<file path="src/rtl/modmul_serial_if.sv">
// Handshake/operand bundle for modmul_serial: the master issues start with a/b/n,
// the slave reports busy, the done pulse, the result and the operand-error flag.
interface modmul_serial_if #(
    parameter int WIDTH = 128
);
    logic             start;
    logic [WIDTH-1:0] a;
    logic [WIDTH-1:0] b;
    logic [WIDTH-1:0] n;
    logic             busy;
    logic             done;
    logic [WIDTH-1:0] result;
    logic             err;

    modport master (
        output start, a, b, n,
        input  busy, done, result, err
    );

    modport slave (
        input  start, a, b, n,
        output busy, done, result, err
    );
endinterface

</file>
<file path="src/rtl/modmul_serial.sv">
// Bit-serial modular multiplier: result = (a*b) mod n, one multiplier bit per cycle, MSB first.
// Define MODMUL_SERIAL_ERRCHK_EN to reject n==0 or b>=n with err=1 and a short-circuit completion.
module modmul_serial #(
    parameter int WIDTH = 128
) (
    input logic           clk,
    input logic           reset,
    modmul_serial_if.slave bus
);
    localparam int CNT_W = $clog2(WIDTH);
    localparam int ACC_W = WIDTH + 2;

    localparam logic [1:0] ST_IDLE = 2'd0;
    localparam logic [1:0] ST_RUN  = 2'd1;
    localparam logic [1:0] ST_DONE = 2'd2;

    logic [1:0]       state_reg, state_next;
    logic [CNT_W-1:0] cnt_reg, cnt_next;
    logic [ACC_W-1:0] acc_reg, acc_next;
    logic [WIDTH-1:0] a_reg, a_next;
    logic [WIDTH-1:0] b_reg, b_next;
    logic [WIDTH-1:0] n_reg, n_next;
    logic [WIDTH-1:0] result_reg, result_next;
    logic             busy_reg, busy_next;
    logic             done_reg, done_next;
    logic             err_reg, err_next;
    logic             err_pend_reg, err_pend_next;
    logic             bad_ops;

`ifdef MODMUL_SERIAL_ERRCHK_EN
    assign bad_ops = (bus.n == '0) || (bus.b >= bus.n);
`else
    assign bad_ops = 1'b0;
`endif

    // One interleaved step: r = 2r + a[cnt]*b, then up to two conditional
    // subtractions of n. With r < n and b < n the sum stays below 3n.
    logic [ACC_W-1:0] stage [0:2];

    assign stage[0] = (acc_reg << 1) + (a_reg[cnt_reg] ? {2'b00, b_reg} : {ACC_W{1'b0}});

    generate
        for (genvar gi = 0; gi < 2; gi++) begin : g_reduce
            assign stage[gi+1] = (stage[gi] >= {2'b00, n_reg}) ? (stage[gi] - {2'b00, n_reg})
                                                              : stage[gi];
        end
    endgenerate

    always_comb begin
        state_next    = state_reg;
        cnt_next      = cnt_reg;
        acc_next      = acc_reg;
        a_next        = a_reg;
        b_next        = b_reg;
        n_next        = n_reg;
        result_next   = result_reg;
        busy_next     = busy_reg;
        done_next     = 1'b0;
        err_next      = err_reg;
        err_pend_next = err_pend_reg;

        case (state_reg)
            ST_IDLE: begin
                if (bus.start) begin
                    a_next        = bus.a;
                    b_next        = bus.b;
                    n_next        = bus.n;
                    acc_next      = '0;
                    cnt_next      = CNT_W'(WIDTH - 1);
                    busy_next     = 1'b1;
                    err_next      = 1'b0;
                    err_pend_next = bad_ops;
                    if (bad_ops) begin
                        result_next = '0;
                        state_next  = ST_DONE;
                    end else begin
                        state_next  = ST_RUN;
                    end
                end
            end
            ST_RUN: begin
                acc_next = stage[2];
                cnt_next = cnt_reg - CNT_W'(1);
                if (cnt_reg == '0) begin
                    result_next = stage[2][WIDTH-1:0];
                    state_next  = ST_DONE;
                end
            end
            ST_DONE: begin
                done_next  = 1'b1;
                busy_next  = 1'b0;
                err_next   = err_pend_reg;
                state_next = ST_IDLE;
            end
            default: begin
                state_next = ST_IDLE;
                busy_next  = 1'b0;
            end
        endcase
    end

    always_ff @(posedge clk) begin
        if (reset) begin
            state_reg    <= ST_IDLE;
            cnt_reg      <= '0;
            acc_reg      <= '0;
            a_reg        <= '0;
            b_reg        <= '0;
            n_reg        <= '0;
            result_reg   <= '0;
            busy_reg     <= 1'b0;
            done_reg     <= 1'b0;
            err_reg      <= 1'b0;
            err_pend_reg <= 1'b0;
        end else begin
            state_reg    <= state_next;
            cnt_reg      <= cnt_next;
            acc_reg      <= acc_next;
            a_reg        <= a_next;
            b_reg        <= b_next;
            n_reg        <= n_next;
            result_reg   <= result_next;
            busy_reg     <= busy_next;
            done_reg     <= done_next;
            err_reg      <= err_next;
            err_pend_reg <= err_pend_next;
        end
    end

    assign bus.busy   = busy_reg;
    assign bus.done   = done_reg;
    assign bus.result = result_reg;
    assign bus.err    = err_reg;
endmodule

</file>
<file path="src/flat_wrapper.sv">
// flat-port wrapper written by rule: the top's interface ports become plain ports
module modmul_serial_flat 
#(
    parameter int WIDTH = 128
)
  (clk, reset, bus_start, bus_a, bus_b, bus_n, bus_busy, bus_done, bus_result, bus_err);
  modmul_serial_if #(.WIDTH(WIDTH)) bus_i ();
  input logic clk;
  input logic reset;
  input wire logic [$bits(bus_i.start)-1:0] bus_start;
  input wire logic [$bits(bus_i.a)-1:0] bus_a;
  input wire logic [$bits(bus_i.b)-1:0] bus_b;
  input wire logic [$bits(bus_i.n)-1:0] bus_n;
  output wire logic [$bits(bus_i.busy)-1:0] bus_busy;
  output wire logic [$bits(bus_i.done)-1:0] bus_done;
  output wire logic [$bits(bus_i.result)-1:0] bus_result;
  output wire logic [$bits(bus_i.err)-1:0] bus_err;
  assign bus_i.start = bus_start;
  assign bus_i.a = bus_a;
  assign bus_i.b = bus_b;
  assign bus_i.n = bus_n;
  assign bus_busy = bus_i.busy;
  assign bus_done = bus_i.done;
  assign bus_result = bus_i.result;
  assign bus_err = bus_i.err;
  modmul_serial #(.WIDTH(WIDTH)) u_core (.clk(clk), .reset(reset), .bus(bus_i));
endmodule
</file>
<file path="config.mk">
export PLATFORM = sky130hd
export DESIGN_NAME = modmul_serial_flat
export DESIGN_NICKNAME = d
export VERILOG_FILES = /design/src/rtl/modmul_serial_if.sv /design/src/rtl/modmul_serial.sv /design/src/flat_wrapper.sv
export SDC_FILE = /design/constraint.sdc
export NUM_CORES = 2
export LEC_CHECK = 0
export CAP_MARGIN = 20
export CORE_ASPECT_RATIO = 2
export CORE_MARGIN = 4
export CORE_UTILIZATION = 45
export CTS_CLUSTER_SIZE = 30
export DETAILED_ROUTE_END_ITERATION = 6
export PLACE_DENSITY = 0.8
export REMOVE_ABC_BUFFERS = 1
export SYNTH_ARGS = -nofsm -noshare
export SYNTH_HDL_FRONTEND = slang
export SYNTH_SLANG_ARGS = --single-unit
</file>
<file path="constraint.sdc">
create_clock -name clk -period 11.9 [get_ports clk]
set_input_delay 2.975 -clock clk [delete_from_list [all_inputs] [get_ports clk]]
set_output_delay 2.975 -clock clk [all_outputs]
set_load 0.02 [all_outputs]
</file>
==> results.ini <==
[worst_setup_path]
critPathKind = reg -> reg
cp-end-kind = register
r2r_setup_slack_ns = -1.42
crit_buf_inv = 19
path_max_fanout = 7
r2r-start = u_core.cnt_reg[0]$_SDFFE_PP0P_
max_stage_delay_ns = 0.66
cpMaxStageDelayCell = mux4_2
worstReg2RegEnd = u_core.bus.result[123]$_SDFFE_PP0P_
critPathLaunchType = register
rr_worst_depth = 59
worstSetupStartpoint = u_core.cnt_reg[0]$_SDFFE_PP0P_
crit_family = compound AO/OA/AOI/OAI gates
cp-endpoint = u_core.bus.result[123]$_SDFFE_PP0P_
cpMostUsedCell = buf_4
critPathArrivalTime_ns = 13.96
cp.depth = 59
critPathRequiredTime_ns = 12.54

[synthesis]
netlist_top_cells_count = nand2_1, a21oi_1, dfxtp_1, o21ai_0, clkbuf_1
syn_inst = 7317
syn_area_mm2 = 0.0525
ys_types = 91
synth-seq-cells = 652
synthMostInstantiatedCell = nand2_1
synthTopCellsByArea = dfxtp_1, nand2_1, a21oi_1, ha_1, o21ai_0
yosys.area.top_type_share_pct = 24.9
synth-warning-count = 0
synthArstFlopShare_pct = 0
postSynthAreaPerCell_um2 = 7.17
synth_largest_area_cell = dfxtp_1
yosys_most_used_dff = dfxtp_1
ys_seq_area_share_pct = 24.9
synth-edff-count = 0

[floorplan]
die_w_um = 249
core_area_mm2 = 0.116
std_cell_rows = 177
dieHeight_um = 491
start_util_pct = 45.2
die_area_mm2 = 0.122
ios = 518

[sta]
finalMaxSlewViolations = 0
fmaxAchievable_ghz = 0.0751
finalSetupViolCount = 257
tns_ns = -295.53
skew_ns = 0.0503
rsz0062_at_grt = true
tightest_slew_ns = 1.27
timing_hold_violations_final = 0
post-route-period-util_pct = 112
max_slew_margin_pct = 15.1
fin_crit_ns = 13.32
setup_ws_ns = -1.42

[clock_tree]
clockBufferDepth = 3
cts_hold_buffers = 0
worstSkewPairLatency_ns = 0.74
h-tree-depth = 2
root_buffer = clkbuf_16
cts.sinks = 652
clk_pin_slew_ns = 0.07
numCtsBuffers = 59
cts_tree = done

[routing]
routed-via-count = 69700
wl_per_cell_um = 28.0
drc = 67
drt_pass1_iterations = 7
drt_iter0_drc = 6317
wl_mm = 321
via_per_inst = 6.09
ant_nets = 0

[global_route]
first_global_vias = 70800
overflow = 0
grt_util_all_layers_pct = 48.3
grt_max_degree = 109
grt_first_pass_wirelength_mm = 443
antenna_found_initial = 31

[cells_and_area]
fin_nets = 10600
largest_reg_flops = 129
syn2layout_area_growth_pct = 61.5
drive_above_1_share_pct = 34.1

[placed_design]
dp_hpwl_mm = 248
portBuffers = 516
place_congestion = 1.14

[run]
cap_violations = 0

[hold_path]
hold_path_class = reg -> reg

[status]
violations = DRC, setup timing
status = finished, violations left

layout by cell type (no fill, tap or decap), types with 37 or more instances in the layout:
cell type           n
buf_4            2256
xnor2_1           200
o21ai_0           348
o21bai_1           99
o21a_1             54
mux2_4             57
a21oi_1           948
mux2i_1            59
nand2_1          1442
buf_12             56
nor2_1            323
inv_1             283
dfxtp_1           651
a21oi_2            84
nand2b_1           37
clkdlybuf4s50_1   515
xor2_1            128
nand3_1            67
nor2b_1           217
clkbuf_16          62
mux2_2             57
buf_6              96
ha_1              289
o21ai_2            38
o21ai_1           109
a21o_1            121
nand4_1           207
nor3_1             69
ha_4               91
cell families after synthesis:
kind of cell / after synthesis / share of synthesized area (%)
AND/OR/NAND/NOR: 2641 / 22.6
AO/OA/AOI/OAI: 2205 / 24.7
buffers and inverters: 775 / 5.83
flip-flops: 652 / 24.9
adder cells (fa/ha/maj): 388 / 9.29
XOR/XNOR: 377 / 6.29
multiplexers: 278 / 6.44
other: 1 / 0.00715
worst min-delay path by stage:
stage                                      to                      startpoint  cells past startpoint  slack (ns)
2_1_floorplan  u_core.b_reg[100]$_SDFFE_PP0P_  u_core.b_reg[100]$_SDFFE_PP0P_                      2        0.43
3_3_place_gp   u_core.b_reg[118]$_SDFFE_PP0P_  u_core.b_reg[118]$_SDFFE_PP0P_                      2        0.44
3_5_place_dp    u_core.a_reg[98]$_SDFFE_PP0P_   u_core.a_reg[98]$_SDFFE_PP0P_                      2        0.44
4_1_cts        u_core.b_reg[125]$_SDFFE_PP0P_  u_core.b_reg[125]$_SDFFE_PP0P_                      2        0.46
5_1_grt         u_core.b_reg[86]$_SDFFE_PP0P_   u_core.b_reg[86]$_SDFFE_PP0P_                      2        0.47
6_report       u_core.n_reg[122]$_SDFFE_PP0P_  u_core.n_reg[122]$_SDFFE_PP0P_                      2        0.46
worst min-delay path, stage by stage, from the launching register on:
cell and delay [ns]:
dfxtp_1 0.31, nand2_1 0.05, a21oi_1 0.05
stage by stage:
step / hold WS [ns] / area (um^2) / setup WS, ns / instances / util (%)
after floorplan: 0.426 / 50500 / -18.24 / 6829 / -
after global placement: 0.438 / 74800 / -4.48 / 11100 / 64.4
after detailed placement: 0.444 / 74800 / -3.62 / 11100 / 64.5
after CTS: 0.455 / 80700 / -1.08 / 11300 / 69.6
after global routing: 0.471 / 84700 / -1.69 / 11400 / 73.0
final: 0.455 / 84700 / -1.42 / 11400 / 73.0
routing by layer:
metal  up-vias  part of all wire, %  GRT usage [%]
met3      2220                  8.0           11.7
met5         -                0.019              0
met1     32400                   28           39.9
met4        10                   17           62.8
met2      4326                   47           83.1
li1      30800                    -              -
final cells by class:
type                       count  area, um^2
sequential                   652       13100
multi-input combinational   5890       41400
timing repair buffer        2960       25100
clock buffer                  72        1630
tap                         1521        1900
antenna                       23        57.6
clock inverter                38         566
fill                        8953       31300
inverter                     287        1080
what timing repair did:
action	in CTS	in global routing
setup endpoints to repair	257	257
buffers inserted	107	114
gates resized for setup	535	632
gates cloned	13	3
pin swaps	146	231
Power is left out: the tool's default activity adds up to more than one toggle a clock period on the data nets, which glitch-free logic cannot reach.
